[src/rtl/argmax_top2_pkg.sv]
// Shared classifier definitions: logit count, logit width, class-index width, FSM states.
// Latency: n/a (types and constants only).
// Backpressure: n/a.
package argmax_top2_pkg;

  // Number of logits produced by the fully-connected classifier stage
  localparam int N_CLASSES = 10;

  // Signed width of each logit
  localparam int DATA_W = 32;

  // Width of the winning class index reported to software
  localparam int IDX_W = 4;

  // Classifier controller states
  typedef enum logic [1:0] {
    ST_IDLE = 2'd0,
    ST_SNAP = 2'd1,
    ST_SCAN = 2'd2,
    ST_DONE = 2'd3
  } state_t;

endpackage

[src/rtl/argmax_top2_cmp.sv]
// Top-2 tracker step: folds one logit into the running (best, second, best index) triple.
// Latency: purely combinational, zero cycles.
// Backpressure: none; evaluated every cycle, the caller decides when to register.
module top2_cmp #(
  parameter int DATA_W = 32,
  parameter int IDX_W  = 4
) (
  input  logic                     first_i,
  input  logic signed [DATA_W-1:0] val_i,
  input  logic        [IDX_W-1:0]  idx_i,
  input  logic signed [DATA_W-1:0] best_i,
  input  logic signed [DATA_W-1:0] second_i,
  input  logic        [IDX_W-1:0]  best_idx_i,
  output logic signed [DATA_W-1:0] best_o,
  output logic signed [DATA_W-1:0] second_o,
  output logic        [IDX_W-1:0]  best_idx_o
);

  // Most negative representable logit; the runner-up starts here so any real value beats it
  localparam logic signed [DATA_W-1:0] MOST_NEG = {1'b1, {(DATA_W-1){1'b0}}};

  // Strict '>' keeps the earliest index on ties; an equal later value lands in second
  always_comb begin
    best_o     = best_i;
    second_o   = second_i;
    best_idx_o = best_idx_i;
    if (first_i) begin
      best_o     = val_i;
      second_o   = MOST_NEG;
      best_idx_o = idx_i;
    end else if (val_i > best_i) begin
      second_o   = best_i;
      best_o     = val_i;
      best_idx_o = idx_i;
    end else if (val_i > second_i) begin
      second_o   = val_i;
    end
  end

endmodule

[src/rtl/argmax_top2.sv]
// Argmax with runner-up: snapshots the logits, scans one per cycle, reports index/max/second/margin.
// Latency: start sampled at edge N -> done visible after edge N+N_CLASSES+2.
// Backpressure: none; start is only honoured in IDLE, requests while busy/done are dropped.
module argmax_top2 #(
  parameter int N_CLASSES = argmax_top2_pkg::N_CLASSES,
  parameter int DATA_W    = argmax_top2_pkg::DATA_W
) (
  input  logic                                   clk,
  input  logic                                   reset,
  input  logic                                   start,
  input  logic signed [N_CLASSES-1:0][DATA_W-1:0] logits,
  output logic                                   busy,
  output logic                                   done,
  output logic [argmax_top2_pkg::IDX_W-1:0]      class_idx,
  output logic signed [DATA_W-1:0]               max_val,
  output logic signed [DATA_W-1:0]               second_val,
  output logic        [DATA_W-1:0]               margin
);

  import argmax_top2_pkg::*;

  localparam logic [IDX_W-1:0] LAST_IDX = IDX_W'(N_CLASSES - 1);

  // Controller state
  state_t state_q;
  state_t state_d;

  // Frozen copy of the logits so upstream may move on once the snapshot is taken
  logic [N_CLASSES-1:0][DATA_W-1:0] snap_q;

  // Index of the snapshot entry evaluated this cycle
  logic [IDX_W-1:0] cnt_q;

  // Running scan results
  logic signed [DATA_W-1:0] best_q;
  logic signed [DATA_W-1:0] second_q;
  logic        [IDX_W-1:0]  bidx_q;

  // Next values offered by the compare stage
  logic signed [DATA_W-1:0] cmp_best;
  logic signed [DATA_W-1:0] cmp_second;
  logic        [IDX_W-1:0]  cmp_idx;

  // Published results, only touched on the DONE transition
  logic                     done_q;
  logic        [IDX_W-1:0]  class_idx_q;
  logic signed [DATA_W-1:0] max_q;
  logic signed [DATA_W-1:0] second_val_q;
  logic        [DATA_W-1:0] margin_q;

  // One extra bit so the subtraction itself can never overflow
  logic signed [DATA_W:0]   diff;

  assign diff = $signed({best_q[DATA_W-1], best_q}) - $signed({second_q[DATA_W-1], second_q});

  top2_cmp #(
    .DATA_W (DATA_W),
    .IDX_W  (IDX_W)
  ) u_cmp (
    .first_i    (cnt_q == '0),
    .val_i      ($signed(snap_q[cnt_q])),
    .idx_i      (cnt_q),
    .best_i     (best_q),
    .second_i   (second_q),
    .best_idx_i (bidx_q),
    .best_o     (cmp_best),
    .second_o   (cmp_second),
    .best_idx_o (cmp_idx)
  );

  // State register; reset aborts any scan in flight
  always_ff @(posedge clk or posedge reset) begin
    if (reset) begin
      state_q <= ST_IDLE;
    end else begin
      state_q <= state_d;
    end
  end

  // Next-state: a single pass IDLE -> SNAP -> SCAN (N_CLASSES cycles) -> DONE -> IDLE
  always_comb begin
    state_d = state_q;
    case (state_q)
      ST_IDLE: if (start) state_d = ST_SNAP;
      ST_SNAP: state_d = ST_SCAN;
      ST_SCAN: if (cnt_q == LAST_IDX) state_d = ST_DONE;
      ST_DONE: state_d = ST_IDLE;
      default: state_d = ST_IDLE;
    endcase
  end

  // Output decode: busy covers the snapshot and scan phases only
  always_comb begin
    busy = 1'b0;
    case (state_q)
      ST_SNAP: busy = 1'b1;
      ST_SCAN: busy = 1'b1;
      default: busy = 1'b0;
    endcase
  end

  // Snapshot capture, once per accepted request
  always_ff @(posedge clk or posedge reset) begin
    if (reset) begin
      snap_q <= '0;
    end else if (state_q == ST_SNAP) begin
      snap_q <= logits;
    end
  end

  // Scan index: cleared while snapshotting, advanced once per scan cycle, parked on the last entry
  always_ff @(posedge clk or posedge reset) begin
    if (reset) begin
      cnt_q <= '0;
    end else if (state_q == ST_SNAP) begin
      cnt_q <= '0;
    end else if (state_q == ST_SCAN && cnt_q != LAST_IDX) begin
      cnt_q <= cnt_q + 1'b1;
    end
  end

  // Running top-2 accumulator, fed by the compare stage during the scan
  always_ff @(posedge clk or posedge reset) begin
    if (reset) begin
      best_q   <= '0;
      second_q <= '0;
      bidx_q   <= '0;
    end else if (state_q == ST_SCAN) begin
      best_q   <= cmp_best;
      second_q <= cmp_second;
      bidx_q   <= cmp_idx;
    end
  end

  // Publish results and pulse done on leaving DONE; outputs hold between completions
  always_ff @(posedge clk or posedge reset) begin
    if (reset) begin
      done_q       <= 1'b0;
      class_idx_q  <= '0;
      max_q        <= '0;
      second_val_q <= '0;
      margin_q     <= '0;
    end else begin
      done_q <= (state_q == ST_DONE);
      if (state_q == ST_DONE) begin
        class_idx_q  <= bidx_q;
        max_q        <= best_q;
        second_val_q <= second_q;
        // best >= second always holds, so the sign bit stays clear; clamp defensively if it ever does not
        margin_q     <= diff[DATA_W] ? '0 : diff[DATA_W-1:0];
      end
    end
  end

  assign done       = done_q;
  assign class_idx  = class_idx_q;
  assign max_val    = max_q;
  assign second_val = second_val_q;
  assign margin     = margin_q;

endmodule

[config.mk]
export PLATFORM = sky130hd
export DESIGN_NAME = argmax_top2
export DESIGN_NICKNAME = d
export VERILOG_FILES = /design/src/rtl/argmax_top2_pkg.sv /design/src/rtl/argmax_top2_cmp.sv /design/src/rtl/argmax_top2.sv
export SDC_FILE = /design/constraint.sdc
export NUM_CORES = 1
export LEC_CHECK = 0
export ABC_AREA = 1
export ABC_CLOCK_PERIOD_IN_PS = 51500
export CAP_MARGIN = 30
export CELL_PAD_IN_SITES_DETAIL_PLACEMENT = 0
export CELL_PAD_IN_SITES_GLOBAL_PLACEMENT = 1
export CORE_ASPECT_RATIO = 2
export CORE_MARGIN = 4
export CORE_UTILIZATION = 42
export DETAILED_ROUTE_END_ITERATION = 12
export HOLD_SLACK_MARGIN = 0.02
export PLACE_DENSITY_LB_ADDON = 0.1
export SYNTH_ARGS = -nofsm -noshare
export SYNTH_HDL_FRONTEND = slang
export SYNTH_HIERARCHICAL = 1
export SYNTH_SLANG_ARGS = --single-unit
[constraint.sdc]
create_clock -name clk -period 51.5 [get_ports clk]
set_clock_uncertainty 0.05 [all_clocks]
set_input_delay 10.3 -clock clk [delete_from_list [all_inputs] [get_ports clk]]
set_output_delay 10.3 -clock clk [all_outputs]
set_load 0.03 [all_outputs]
# Word-level counts from Yosys, hierarchy flattened
# Cells that the tools add are included.
dict set report totals {
  regBits 495
  input_bits 323
  output_inout_bits 102
  elab_cells 58
}
dict set report classes {
  n_addsub 2
  magnitude_cmp 3
  eq_ne 7
  mux 16
  n_reduce_logical 10
}
# cell n
set op_table {}
lappend op_table {{2-to-1 mux 32 bit} 7}
lappend op_table {{binary-select mux 32 bit (select 4 bit)} 1}
lappend op_table {{greater-than comparator 32 bit} 2}
lappend op_table {{subtractor 32 x 32 -> 33 bit} 1}
lappend op_table {{2-to-1 mux 4 bit} 4}
lappend op_table {{one-hot mux 2 bit (4 select lines)} 1}
lappend op_table {{AND reduction 2 bit} 3}
lappend op_table {{< comparator 4 x 5 -> 1 bit, second input constant} 1}
lappend op_table {{adder 4 x 1 -> 4 bit, second input constant} 1}
lappend op_table {{equality test 2 bit, second input constant} 2}
lappend op_table {{equality test 4 bit, second input constant} 1}
lappend op_table {{logical NOT 4 bit} 1}
lappend op_table {{2-to-1 mux 2 bit} 2}
lappend op_table {{inequality test 2 bit, second input constant} 2}
lappend op_table {{inequality test 4 bit, second input constant} 1}
lappend op_table {{nonzero test 2 bit} 2}
lappend op_table {{nonzero test 3 bit} 1}
lappend op_table {{equality test 2 x 1 -> 1 bit, second input constant} 1}
lappend op_table {{logical NOT 2 bit} 1}
lappend op_table {{OR reduction 2 bit} 1}
lappend op_table {{logical AND 1 bit} 1}
lappend op_table {{2-to-1 mux 1 bit} 1}

# Longest topological paths before layout
dict set report logic_depth {
  ltp_word 6
  depth_mapped 30
  mapped_depth_nobuf 27
}

# By module
# Netlist, hierarchy kept.
# mod n_inst cells_per_inst area_each_um2 seq_area_each_um2
set modules_own_cells {}
lappend modules_own_cells {argmax_top2 1 3106 23672.7 12386.9}
lappend modules_own_cells {top2_cmp 1 586 3103.0 0.0}

# Least setup slack after synthesis
# Ideal clock, no wire load.
dict set report synth_timing {
  path_kind {flip-flop to output port}
  from {reg state_q[0]}
  to {out busy}
  t_arrival_ns 0.873
  t_required_ns 41.150
  slack_ns 40.277
  path_stages_with_launch 3
  n_path_buf 0
  path_cell_list {dfrtp_1 -> inv_1 -> ha_1}
}
dict set report synth_via {
  elab_chain_cells 3
  elab_cells_between_ends 4
  classes_between {2 x eq/ne; 1 x mux; 1 x reduce/logical}
}
# element line
set synth_rtl {}
lappend synth_rtl {{start: declaration} argmax_top2.sv:25} ;# state_t state_q;
lappend synth_rtl {{start signal: assignment} argmax_top2.sv:76} ;# state_q <= state_d;
lappend synth_rtl {{equality test 2 x 1 -> 1 bit or equality test 2 bit (tied branches)} argmax_top2.sv:95} ;# case (state_q)
lappend synth_rtl {{OR reduction 2 bit (no source line) (*)} --}
lappend synth_rtl {{2-to-1 mux 1 bit (*)} argmax_top2.sv:95}
lappend synth_rtl {{end: declaration} argmax_top2.sv:12} ;# output logic busy,
# Mark *: on every way between the ends. The rest lies on a longest branch, timed or not.

==> flow_summary.json <==
{
  "outcome": "finished clean",
  "floorplan.initialDensity_pct": 42.5,
  "drc": 0,
  "critPathMaxFanout": 125,
  "yosys.area.top_type_share_pct": 46.3,
  "synth.largest_area_cell": "dfrtp_1",
  "mappedNetlistArea_um2": 26800,
  "timing_worst_slew_pin_value_ns": 0.978,
  "via_count": 24410,
  "io_pins": 425,
  "share_seq_of_total_power_pct": 26.0,
  "report.final.hold_viol_count": 0,
  "finalCritPeriodShare_pct": 25.9,
  "cellInternalPower_mw": 1.27,
  "cap_viol_max_count": 0,
  "finalHoldWorstSlack_ns": 0.413,
  "timing.reg2reg.setup_slack_ns": 45.20,
  "vias_in_the_first_global_route": 24150,
  "floorplan.core_area_um2": 62900,
  "chip_width_um": 187,
  "cts.path.max_buffers": 3,
  "critical_path.startpoint": "reset",
  "cts-root-buf": "clkbuf_16",
  "timing.critical_path.required_ns": 52.06,
  "die_area_um2": 68100,
  "postRouteAntennaNets": 0,
  "worst_r2r_startpoint": "cnt_q[1]",
  "hold_depth": 2,
  "router_iterations_before_antenna_repair": 5,
  "cts_post_setup_buffers_inserted": 0,
  "seq_area_frac_synth_pct": 46.3,
  "groute.usage.overall_pct": 27.0,
  "worst-endpoint-arrival_ns": 13.92,
  "overflow": 0,
  "tritoncts_clock_tree": "built",
  "endpoint_kind": "asynchronous set/reset pin",
  "worst_hold_path_type": "flip-flop to flip-flop",
  "cts-buffers-inserted": 48,
  "netSwitchingFraction_pct": 51.4,
  "combinationalPowerShare_pct": 60.0,
  "cts_hold_repair.buffers": 0,
  "vdd_drop_max_mv": 0.0689,
  "clk_pin_slew_ns": 0.06,
  "worst_hold_startpoint": "snap_q[173]",
  "static-leakage-power_nw": 16.4,
  "grt_pass1_wl_mm": 143,
  "slew_margin_rel_pct": 34.8,
  "fp.dieH_um": 365,
  "nNetsFinal": 4423,
  "synth_cell_type_count": 38,
  "synth.avg_cell_area_um2": 7.25,
  "crit_path_start_kind": "primary input",
  "post_detailed_route_wirelength_per_cell_um": 19.6,
  "final_common_cell": "nand2_1",
  "finalWorstPathRequiredPeriod_ns": 13.36,
  "synthToLayoutAreaGrowth_pct": 23.5,
  "htree_levels": 2,
  "hold_end": "snap_q[173]",
  "layout_common_cells": "nand2_1, dfrtp_1, o21ai_0",
  "drive_above_1_share_pct": 3.75,
  "crit_type": "primary input to asynchronous set/reset pin",
  "clock-sinks": 495,
  "timing_max_transition_violations_final": 0,
  "net-switching-power_mw": 1.34,
  "r2r_cells": 18,
  "nFillCells": 6351,
  "placement_row_count": 130,
  "setup-violations-final": 0,
  "most_area_consuming_cells_after_synthesis": "dfrtp_1, nand2_1, o21ai_0",
  "fmax_ghz": 0.0748,
  "cts_resized": 0,
  "synth-warning-count": 6,
  "rsz0062_at_grt": "no",
  "synthesis.nets": 4120,
  "totalNegativeSetupSlack_ns": 0,
  "drt_iter0_drc": 1503,
  "synth.ff_latch_count": 495,
  "antenna_found_initial": 1,
  "buffer_ports.inserted": 424,
  "grt_max_degree": 224,
  "drt-total-wl_mm": 94.3,
  "globalplace.congestion": 0.946,
  "insertion_delay_ns": 0.60,
  "detailedPlacementHpwl_mm": 70.1,
  "power_per_standard_cell_area_nw_per_um2": 78.8,
  "worst_r2r_endpoint": "second_q[16]",
  "drt-vias-per-instance": 5.06,
  "pwr-share-clk_pct": 14.0,
  "synth_cells": 3692
}
-- metrics by stage --
stage	utilization [%]	setup slack [ns]	area [µm²]	power, mW	cells
after CTS	52.5	38.00	33100	2.62	4821
after global placement	50.0	37.40	31500	2.23	4735
after global routing	52.5	37.57	33100	2.85	4822
final	52.5	38.14	33100	2.61	4822
after detailed placement	50.0	37.36	31500	2.25	4737
after floorplan	-	27.33	26800	1.74	3692
-- state kept, by name, indices dropped and copies added (netlist names), 2 cells and up --
signal and count:
bidx_q 4, second_q 32, cnt_q 4, max_val 32, state_q 2, snap_q 320
second_val 32, margin 32, class_idx 4, best_q 32
-- final cells by class --
| class | instances | area [µm²] | share of cell area, % |
|---|---|---|---|
| clock buffers | 68 | 1380 | 4.16 |
| diodes | 1 | 2.50 | 0.00757 |
| clock inverters | 16 | 205 | 0.620 |
| multi-input cells | 2631 | 12200 | 37.0 |
| flip-flops and latches | 495 | 12400 | 37.5 |
| well taps | 792 | 991 | 3.00 |
| repair buffers | 453 | 4490 | 13.6 |
| inverters | 366 | 1390 | 4.21 |
-- per-layer routing --
metal / global-route usage [%] / share of wire [%] / vias up
met2: 49.8 / 52 / 707
met3: 3.51 / 4.6 / 167
li1: - / - / 12245
met5: 0 / 0 / -
met1: 31.1 / 39 / 11291
met4: 12.3 / 5.0 / 0
-- cells by family after synthesis --
| family | Yosys count | share of synthesized area, % |
|---|---|---|
| fa+ha+maj | 105 | 4.93 |
| xor+xnor | 16 | 0.523 |
| buf+inv | 566 | 8.26 |
| compound gates | 631 | 11.9 |
| flops | 495 | 46.3 |
| simple gates | 1879 | 28.1 |
-- cells in the mapped netlist (all sizes together) --
master / n
nand3: 175
nor3b: 1
xor2: 9
buf: 48
ha: 104
inv: 365
clkinv: 1
dfrtp: 495
o21bai: 2
and3: 4
nor3: 7
fa: 1
nand4: 41
xnor2: 7
nand2: 1523
clkbuf: 152
o21ai: 501
a21o: 4
o21a: 4
nor2: 123
a21oi: 120
or2: 1
nor4: 4
-- worst max path at each step --
stage | to | slack [ns] | cells after the start
6_report | snap_q[50] | 38.14 | 5
2_1_floorplan | best_q[0] | 27.33 | 1
4_1_cts | second_q[16] | 38.00 | 5
5_1_grt | snap_q[113] | 37.57 | 5
3_3_place_gp | snap_q[19] | 37.40 | 5
3_5_place_dp | snap_q[19] | 37.36 | 5
-- critical path, cell delays in order --
cell,delay [ns]
clkdlybuf4s50_1,0.49
inv_8,0.60
buf_4,0.73
buf_4,0.75
buf_4,0.82
-- power groups by stage --
| stage | combinational (mW) | clock [mW] | sequential (mW) |
|---|---|---|---|
| after floorplan | 1.03 | 0 | 0.713 |
| after global placement | 1.55 | 0 | 0.678 |
| after global routing | 1.76 | 0.389 | 0.698 |
| after detailed placement | 1.57 | 0 | 0.682 |
| after CTS | 1.57 | 0.374 | 0.676 |
| final | 1.57 | 0.365 | 0.677 |
No activity file was read; power rests on OpenSTA's default activity.
